--- src/rtl/axi_lite_master.sv ---
// Single-outstanding AXI4-Lite master: turns a local command/response handshake
// into AXI-Lite write or read transactions, with a per-state timeout guard.
module axi_lite_master #(
    parameter int ADDR_W  = 32,
    parameter int DATA_W  = 32,
    parameter int TIMEOUT = 64
) (
    input  logic              ACLK,
    input  logic              ARESETn,

    input  logic              cmd_valid,
    output logic              cmd_ready,
    input  logic              cmd_write,
    input  logic [ADDR_W-1:0] cmd_addr,
    input  logic [DATA_W-1:0] cmd_wdata,

    output logic              rsp_valid,
    input  logic              rsp_ready,
    output logic              rsp_write,
    output logic [DATA_W-1:0] rsp_rdata,
    output logic [1:0]        rsp_resp,

    output logic [ADDR_W-1:0] AWADDR,
    output logic              AWVALID,
    input  logic              AWREADY,

    output logic [DATA_W-1:0] WDATA,
    output logic              WVALID,
    input  logic              WREADY,

    input  logic [1:0]        BRESP,
    input  logic              BVALID,
    output logic              BREADY,

    output logic [ADDR_W-1:0] ARADDR,
    output logic              ARVALID,
    input  logic              ARREADY,

    input  logic [DATA_W-1:0] RDATA,
    input  logic [1:0]        RRESP,
    input  logic              RVALID,
    output logic              RREADY
);

    localparam int CNT_W = (TIMEOUT > 1) ? $clog2(TIMEOUT + 1) : 1;
    localparam logic [CNT_W-1:0] CNT_LAST = (TIMEOUT > 0) ? CNT_W'(TIMEOUT - 1) : '0;
    localparam logic [1:0] RESP_TIMEOUT = 2'b11;

    typedef enum logic [2:0] {
        IDLE,
        WR_AW_W,
        WR_B,
        RD_AR,
        RD_R,
        RSP
    } state_t;

    state_t            state_q, state_d;
    logic [CNT_W-1:0]  cnt_q, cnt_d;
    logic              cmd_ready_q, cmd_ready_d;
    logic [ADDR_W-1:0] awaddr_q, awaddr_d;
    logic              awvalid_q, awvalid_d;
    logic [DATA_W-1:0] wdata_q, wdata_d;
    logic              wvalid_q, wvalid_d;
    logic              bready_q, bready_d;
    logic [ADDR_W-1:0] araddr_q, araddr_d;
    logic              arvalid_q, arvalid_d;
    logic              rready_q, rready_d;
    logic              rsp_valid_q, rsp_valid_d;
    logic              rsp_write_q, rsp_write_d;
    logic [DATA_W-1:0] rsp_rdata_q, rsp_rdata_d;
    logic [1:0]        rsp_resp_q, rsp_resp_d;

    logic timed_out;
    logic aw_done;
    logic w_done;
    logic abort;

    // The last permitted waiting cycle is reached when the count hits TIMEOUT-1.
    assign timed_out = (TIMEOUT != 0) && (cnt_q == CNT_LAST);
    assign aw_done   = !awvalid_q || AWREADY;
    assign w_done    = !wvalid_q  || WREADY;

    always_ff @(posedge ACLK) begin
        if (!ARESETn) begin
            state_q     <= IDLE;
            cnt_q       <= '0;
            cmd_ready_q <= 1'b1;
            awaddr_q    <= '0;
            awvalid_q   <= 1'b0;
            wdata_q     <= '0;
            wvalid_q    <= 1'b0;
            bready_q    <= 1'b0;
            araddr_q    <= '0;
            arvalid_q   <= 1'b0;
            rready_q    <= 1'b0;
            rsp_valid_q <= 1'b0;
            rsp_write_q <= 1'b0;
            rsp_rdata_q <= '0;
            rsp_resp_q  <= '0;
        end else begin
            state_q     <= state_d;
            cnt_q       <= cnt_d;
            cmd_ready_q <= cmd_ready_d;
            awaddr_q    <= awaddr_d;
            awvalid_q   <= awvalid_d;
            wdata_q     <= wdata_d;
            wvalid_q    <= wvalid_d;
            bready_q    <= bready_d;
            araddr_q    <= araddr_d;
            arvalid_q   <= arvalid_d;
            rready_q    <= rready_d;
            rsp_valid_q <= rsp_valid_d;
            rsp_write_q <= rsp_write_d;
            rsp_rdata_q <= rsp_rdata_d;
            rsp_resp_q  <= rsp_resp_d;
        end
    end

    always_comb begin
        state_d     = state_q;
        cnt_d       = cnt_q;
        cmd_ready_d = cmd_ready_q;
        awaddr_d    = awaddr_q;
        awvalid_d   = awvalid_q;
        wdata_d     = wdata_q;
        wvalid_d    = wvalid_q;
        bready_d    = bready_q;
        araddr_d    = araddr_q;
        arvalid_d   = arvalid_q;
        rready_d    = rready_q;
        rsp_valid_d = rsp_valid_q;
        rsp_write_d = rsp_write_q;
        rsp_rdata_d = rsp_rdata_q;
        rsp_resp_d  = rsp_resp_q;
        abort       = 1'b0;

        case (state_q)
            IDLE: begin
                if (cmd_valid) begin
                    cmd_ready_d = 1'b0;
                    cnt_d       = '0;
                    if (cmd_write) begin
                        awaddr_d  = cmd_addr;
                        wdata_d   = cmd_wdata;
                        awvalid_d = 1'b1;
                        wvalid_d  = 1'b1;
                        state_d   = WR_AW_W;
                    end else begin
                        araddr_d  = cmd_addr;
                        arvalid_d = 1'b1;
                        state_d   = RD_AR;
                    end
                end
            end

            // AW and W retire independently; a completed handshake wins over a same-cycle timeout.
            WR_AW_W: begin
                if (awvalid_q && AWREADY) awvalid_d = 1'b0;
                if (wvalid_q && WREADY)   wvalid_d  = 1'b0;
                if (aw_done && w_done) begin
                    bready_d = 1'b1;
                    cnt_d    = '0;
                    state_d  = WR_B;
                end else if (timed_out) begin
                    abort = 1'b1;
                end else begin
                    cnt_d = cnt_q + CNT_W'(1);
                end
            end

            WR_B: begin
                if (BVALID) begin
                    bready_d    = 1'b0;
                    rsp_resp_d  = BRESP;
                    rsp_write_d = 1'b1;
                    rsp_rdata_d = '0;
                    rsp_valid_d = 1'b1;
                    state_d     = RSP;
                end else if (timed_out) begin
                    abort = 1'b1;
                end else begin
                    cnt_d = cnt_q + CNT_W'(1);
                end
            end

            // RVALID seen alongside ARREADY is not consumed here; RD_R samples it again.
            RD_AR: begin
                if (ARREADY) begin
                    arvalid_d = 1'b0;
                    rready_d  = 1'b1;
                    cnt_d     = '0;
                    state_d   = RD_R;
                end else if (timed_out) begin
                    abort = 1'b1;
                end else begin
                    cnt_d = cnt_q + CNT_W'(1);
                end
            end

            RD_R: begin
                if (RVALID) begin
                    rready_d    = 1'b0;
                    rsp_rdata_d = RDATA;
                    rsp_resp_d  = RRESP;
                    rsp_write_d = 1'b0;
                    rsp_valid_d = 1'b1;
                    state_d     = RSP;
                end else if (timed_out) begin
                    abort = 1'b1;
                end else begin
                    cnt_d = cnt_q + CNT_W'(1);
                end
            end

            RSP: begin
                if (rsp_ready) begin
                    rsp_valid_d = 1'b0;
                    cmd_ready_d = 1'b1;
                    state_d     = IDLE;
                end
            end

            default: begin
                state_d = IDLE;
            end
        endcase

        // A hung slave: release the bus and report the local timeout code.
        if (abort) begin
            awvalid_d   = 1'b0;
            wvalid_d    = 1'b0;
            bready_d    = 1'b0;
            arvalid_d   = 1'b0;
            rready_d    = 1'b0;
            rsp_write_d = (state_q == WR_AW_W) || (state_q == WR_B);
            rsp_rdata_d = '0;
            rsp_resp_d  = RESP_TIMEOUT;
            rsp_valid_d = 1'b1;
            state_d     = RSP;
        end
    end

    assign cmd_ready = cmd_ready_q;
    assign AWADDR    = awaddr_q;
    assign AWVALID   = awvalid_q;
    assign WDATA     = wdata_q;
    assign WVALID    = wvalid_q;
    assign BREADY    = bready_q;
    assign ARADDR    = araddr_q;
    assign ARVALID   = arvalid_q;
    assign RREADY    = rready_q;
    assign rsp_valid = rsp_valid_q;
    assign rsp_write = rsp_write_q;
    assign rsp_rdata = rsp_rdata_q;
    assign rsp_resp  = rsp_resp_q;

endmodule

--- config.mk ---
export PLATFORM = sky130hd
export DESIGN_NAME = axi_lite_master
export DESIGN_NICKNAME = d
export VERILOG_FILES = /design/src/rtl/axi_lite_master.sv
export SDC_FILE = /design/constraint.sdc
export NUM_CORES = 1
export LEC_CHECK = 0
export CAP_MARGIN = 15
export CORE_MARGIN = 10
export CORE_UTILIZATION = 44
export CTS_BUF_LIST = sky130_fd_sc_hd__clkbuf_4 sky130_fd_sc_hd__clkbuf_8
export CTS_CLUSTER_SIZE = 10
export DETAILED_ROUTE_END_ITERATION = 8
export HOLD_SLACK_MARGIN = 0.15
export PLACE_DENSITY = 0.82
export REMOVE_ABC_BUFFERS = 1
export SLEW_MARGIN = 20
export SYNTH_ARGS = -nofsm -noshare
export SYNTH_HDL_FRONTEND = slang
export SYNTH_SLANG_ARGS = --single-unit
export TNS_END_PERCENT = 1
--- constraint.sdc ---
create_clock -name ACLK -period 2.22 [get_ports ACLK]
set_clock_uncertainty 0.1 [all_clocks]
set_input_delay 0.222 -clock ACLK [delete_from_list [all_inputs] [get_ports ACLK]]
set_output_delay 0.222 -clock ACLK [all_outputs]
set_load 0.005 [all_outputs]
==> results.md <==
* Die area at between 15000 and 20000 µm²
* Met3 Use GR at under 10%
* WP depth at 5
* Kind of cell adding the most delay to the critical path: compound AO/OA/AOI/OAI gates
* Layout Nets at 1055
* First-pass GRT wire length at between 20000 and 30000 µm
* Die H at roughly 140 µm
* GRT Resource Usage Total at between 10% and 20%
* GRT overflow at 0
* Placed cell count at between 1k and 1.5k
* Core Footprint at 13200 µm²
* Status: finished, final reports clean
* Routed Antenna Nets at 0
* Fin crit share at between 90% and 100%
* RD Place Congestion at 0.869
* Vias in the first global route at 5424
* Pin count of the biggest net entering global routing at 89
* HP Class: primary input to flop
* First-pass iteration count of the detailed router at 4
* Worst slew margin at 69.2%
* CTS clock-pin slew for the worst setup and hold paths at about 0.080 ns
* PortBufs at about 250
* CTS tree: yes
* Final setup margin at between 0.15 and 0.2 ns
* Syn Inst Count at between 700 and 800
* CP endpoint kind: flop
* Combinational power share at 33.1%
* Synth top area share at 49.9%
* Initial Util at ~45%
* Fin cells at roughly 1.1k
* Sw Ratio at about a third
* CTS Buf Count at 17
* Worst hold slack at between 0.2 and 0.25 ns
* Power Dens Cells at around 880 nW/µm²
* Startpoint Class: flop
* Gr busiest metal: met2
* Synth Register Bits at 148
* Switching Power at 2.60 mW
* CP Buf/Inv Count at 1
* Critical path, cell by cell: buf_4 > a21oi_1 > o22a_1 > o31ai_1 > o21ba_2
* Synth area leaders: dfxtp_1 50%, nand2_1 15%, a21boi_1 6.4%
* Synthesized area at just under 6000 µm²
* Mean post-synth cell area at 8.41 µm²
* Number of H-tree levels at 4
* CP Data Required Time at about 2.5 ns
* Layout cell share with drive strength beyond 1 at just under 9%
* Hold depth at 3
* Yosys warnings at 0
* Area Overhead vs Synth at 52.3%
* Starting DRT DRC Count at approximately 420
* Hold Buf Count CTS at 1
* Leak Pwr at between 3 and 4 nW
* Ports at about 250
* Internal power at roughly 5.4 mW
* RSZ-0062 raised after global routing: false
* # setup viols final at 0
* Horiz. Die Dim at 136 µm
* Worst skew pair latency at approximately 0.44 ns
* Post-cts gate resize count at 0
* R2R depth at 5
* Routed len/inst at roughly 17 µm
* Sink Count at ~150
* Met2 Usage GRT at 29.9%
* R2r setup slk at 0.19 ns
* Crit path DAT at 2.27 ns
* Slew of the pin with the lowest slew margin at 0.462 ns
* Slew Limit Fails at 0
* Worst path max stage delay at roughly 0.61 ns
* Via density at around 5.0
* Setup bufs post-CTS at 0
* Routed vias at between 5k and 6k
* Hpwl dp at approximately 14000 µm
* Ant. Diodes at 0
* Max Clock Freq at ~490 MHz
* Seq/Total Area, Yosys at ~50%
* Placement Setup Slack at around 0.075 ns
* Peak supply drop at approximately 0.48 mV
* Clock power share at between 20% and 30%
* Row count at between 40 and 50
* Final worst path period need at slightly above 2 ns
* Crit path max fanout at 13
* Final WL at roughly 19000 µm
* CTS root buf: clkbuf_8
* Total of max-cap violations at 0
* Grt met1 use at between 20% and 30%
* Slowest CP cell: dfxtp_1
* Fill cells at 1091
* Drt drc at 0
* Sequential Power Share at ~40%
* Netlist cell types at between 40 and 50
* Hold Vio Cnt, Final at 0
* Total power at 7.99 mW
* Cell taking the most area after synthesis: dfxtp_1
* Deepest clock path buffer count at 2
* Antenna violations before repair at 0
* Worst Path Class, Setup: flop to flop
[kinds of logic after synthesis]
logic type | Yosys count | synth area share [%]
simple gates | 320 | 22.5
compound gates | 180 | 22.1
flops | 148 | 49.9
buf+inv | 54 | 4.65
mux | 3 | 0.505
xor+xnor | 1 | 0.147
fa+ha+maj | 1 | 0.210
[path summary, 6_finish.rpt]
check,start,end
hold / removal,cmd_wdata[11],WDATA[11]
setup reg to reg,state_q[1],cnt_q[1]
hold reg to reg,rsp_rdata[25],rsp_rdata[25]
setup / recovery,state_q[1],cnt_q[1]
[routing by layer]
layer	wire, µm	part of all wire [%]
met1	8190	43
met5	0	0
met4	200	1.1
met2	8300	44
met3	2140	11
[state kept, by name, summed over array words and instances, names as in the netlist]
| signal | flops |
|---|---|
| WVALID | 1 |
| ARVALID | 1 |
| BREADY | 1 |
| RREADY | 1 |
| rsp_valid | 1 |
| AWADDR | 32 |
| rsp_write | 1 |
| rsp_rdata | 32 |
| cmd_ready | 1 |
| state_q | 3 |
| AWVALID | 1 |
| WDATA | 32 |
| rsp_resp | 2 |
| cnt_q | 7 |
| ARADDR | 32 |
[cell usage in the layout, fill, tap and decap left out, drive strengths merged, types with 3 or more instances in the layout]
| master | n |
|---|---|
| a21oi | 47 |
| clkbuf | 21 |
| clkdlybuf4s50 | 246 |
| nand3b | 3 |
| nand2b | 4 |
| o21ai | 13 |
| nor2 | 21 |
| nor2b | 7 |
| o22ai | 4 |
| inv | 6 |
| dfxtp | 148 |
| a21boi | 97 |
| buf | 21 |
| o21a | 5 |
| mux2i | 3 |
| nand2 | 236 |
| nand3 | 36 |
| clkinvlp | 5 |
[worst register-to-register path, delay by kind of cell (launching register included)]
family	cells	cell delay, ns
AOI/OAI and AO/OA	4	0.99
buffers and inverters	1	0.22
DFF	1	0.61
[stage by stage]
| step | TNS (ns) | util [%] | cell area [µm²] |
|---|---|---|---|
| after floorplan | -72.95 | - | 5680 |
| after global placement | 0 | 65.2 | 8630 |
| after detailed placement | 0 | 65.2 | 8630 |
| after CTS | 0 | 68.3 | 9050 |
| after global routing | 0 | 68.3 | 9050 |
| final | 0 | 68.3 | 9050 |
[power groups by stage]
stage	logic (mW)	clock network, mW	registers (mW)
3_3_place_gp	2.63	0	3.26
3_5_place_dp	2.66	0	3.27
2_1_floorplan	1.15	0	3.30
6_report	2.65	2.14	3.21
4_1_cts	2.67	2.19	3.21
5_1_grt	2.90	2.29	3.26
[area by class of cell]
cell class | count | area, µm² | area share [%]
sequential | 148 | 2960 | 32.7
timing repair buffer | 268 | 2730 | 30.1
multi-input combinational | 505 | 2720 | 30.0
clock buffer | 21 | 283 | 3.12
tap | 176 | 220 | 2.43
clock inverter | 11 | 125 | 1.38
inverter | 4 | 15.0 | 0.166
[cells in the mapped netlist, drive strengths merged]
| cell | count |
|---|---|
| nor2b | 7 |
| nor3b | 2 |
| inv | 4 |
| or2 | 2 |
| or3 | 2 |
| nor3 | 1 |
| a21oi | 47 |
| xor2 | 1 |
| a21boi | 97 |
| o21ba | 1 |
| o21ai | 13 |
| nand3 | 36 |
| nor2 | 21 |
| and2 | 1 |
| nor4b | 1 |
| a222oi | 1 |
| buf | 24 |
| nand2 | 236 |
| o21a | 5 |
| clkbuf | 26 |
| o2111ai | 1 |
| a32oi | 1 |
| o22ai | 4 |
| ha | 1 |
| or3b | 2 |
| nand4 | 1 |
| nand2b | 4 |
| mux2i | 3 |
| nand3b | 3 |
| dfxtp | 148 |
| a221oi | 1 |
| o22a | 1 |
| and3 | 1 |
| o32ai | 1 |
| a311oi | 2 |
| o31ai | 2 |
| o211a | 1 |
| a21o | 2 |
Note: power is estimated with default switching activity, not from simulation.
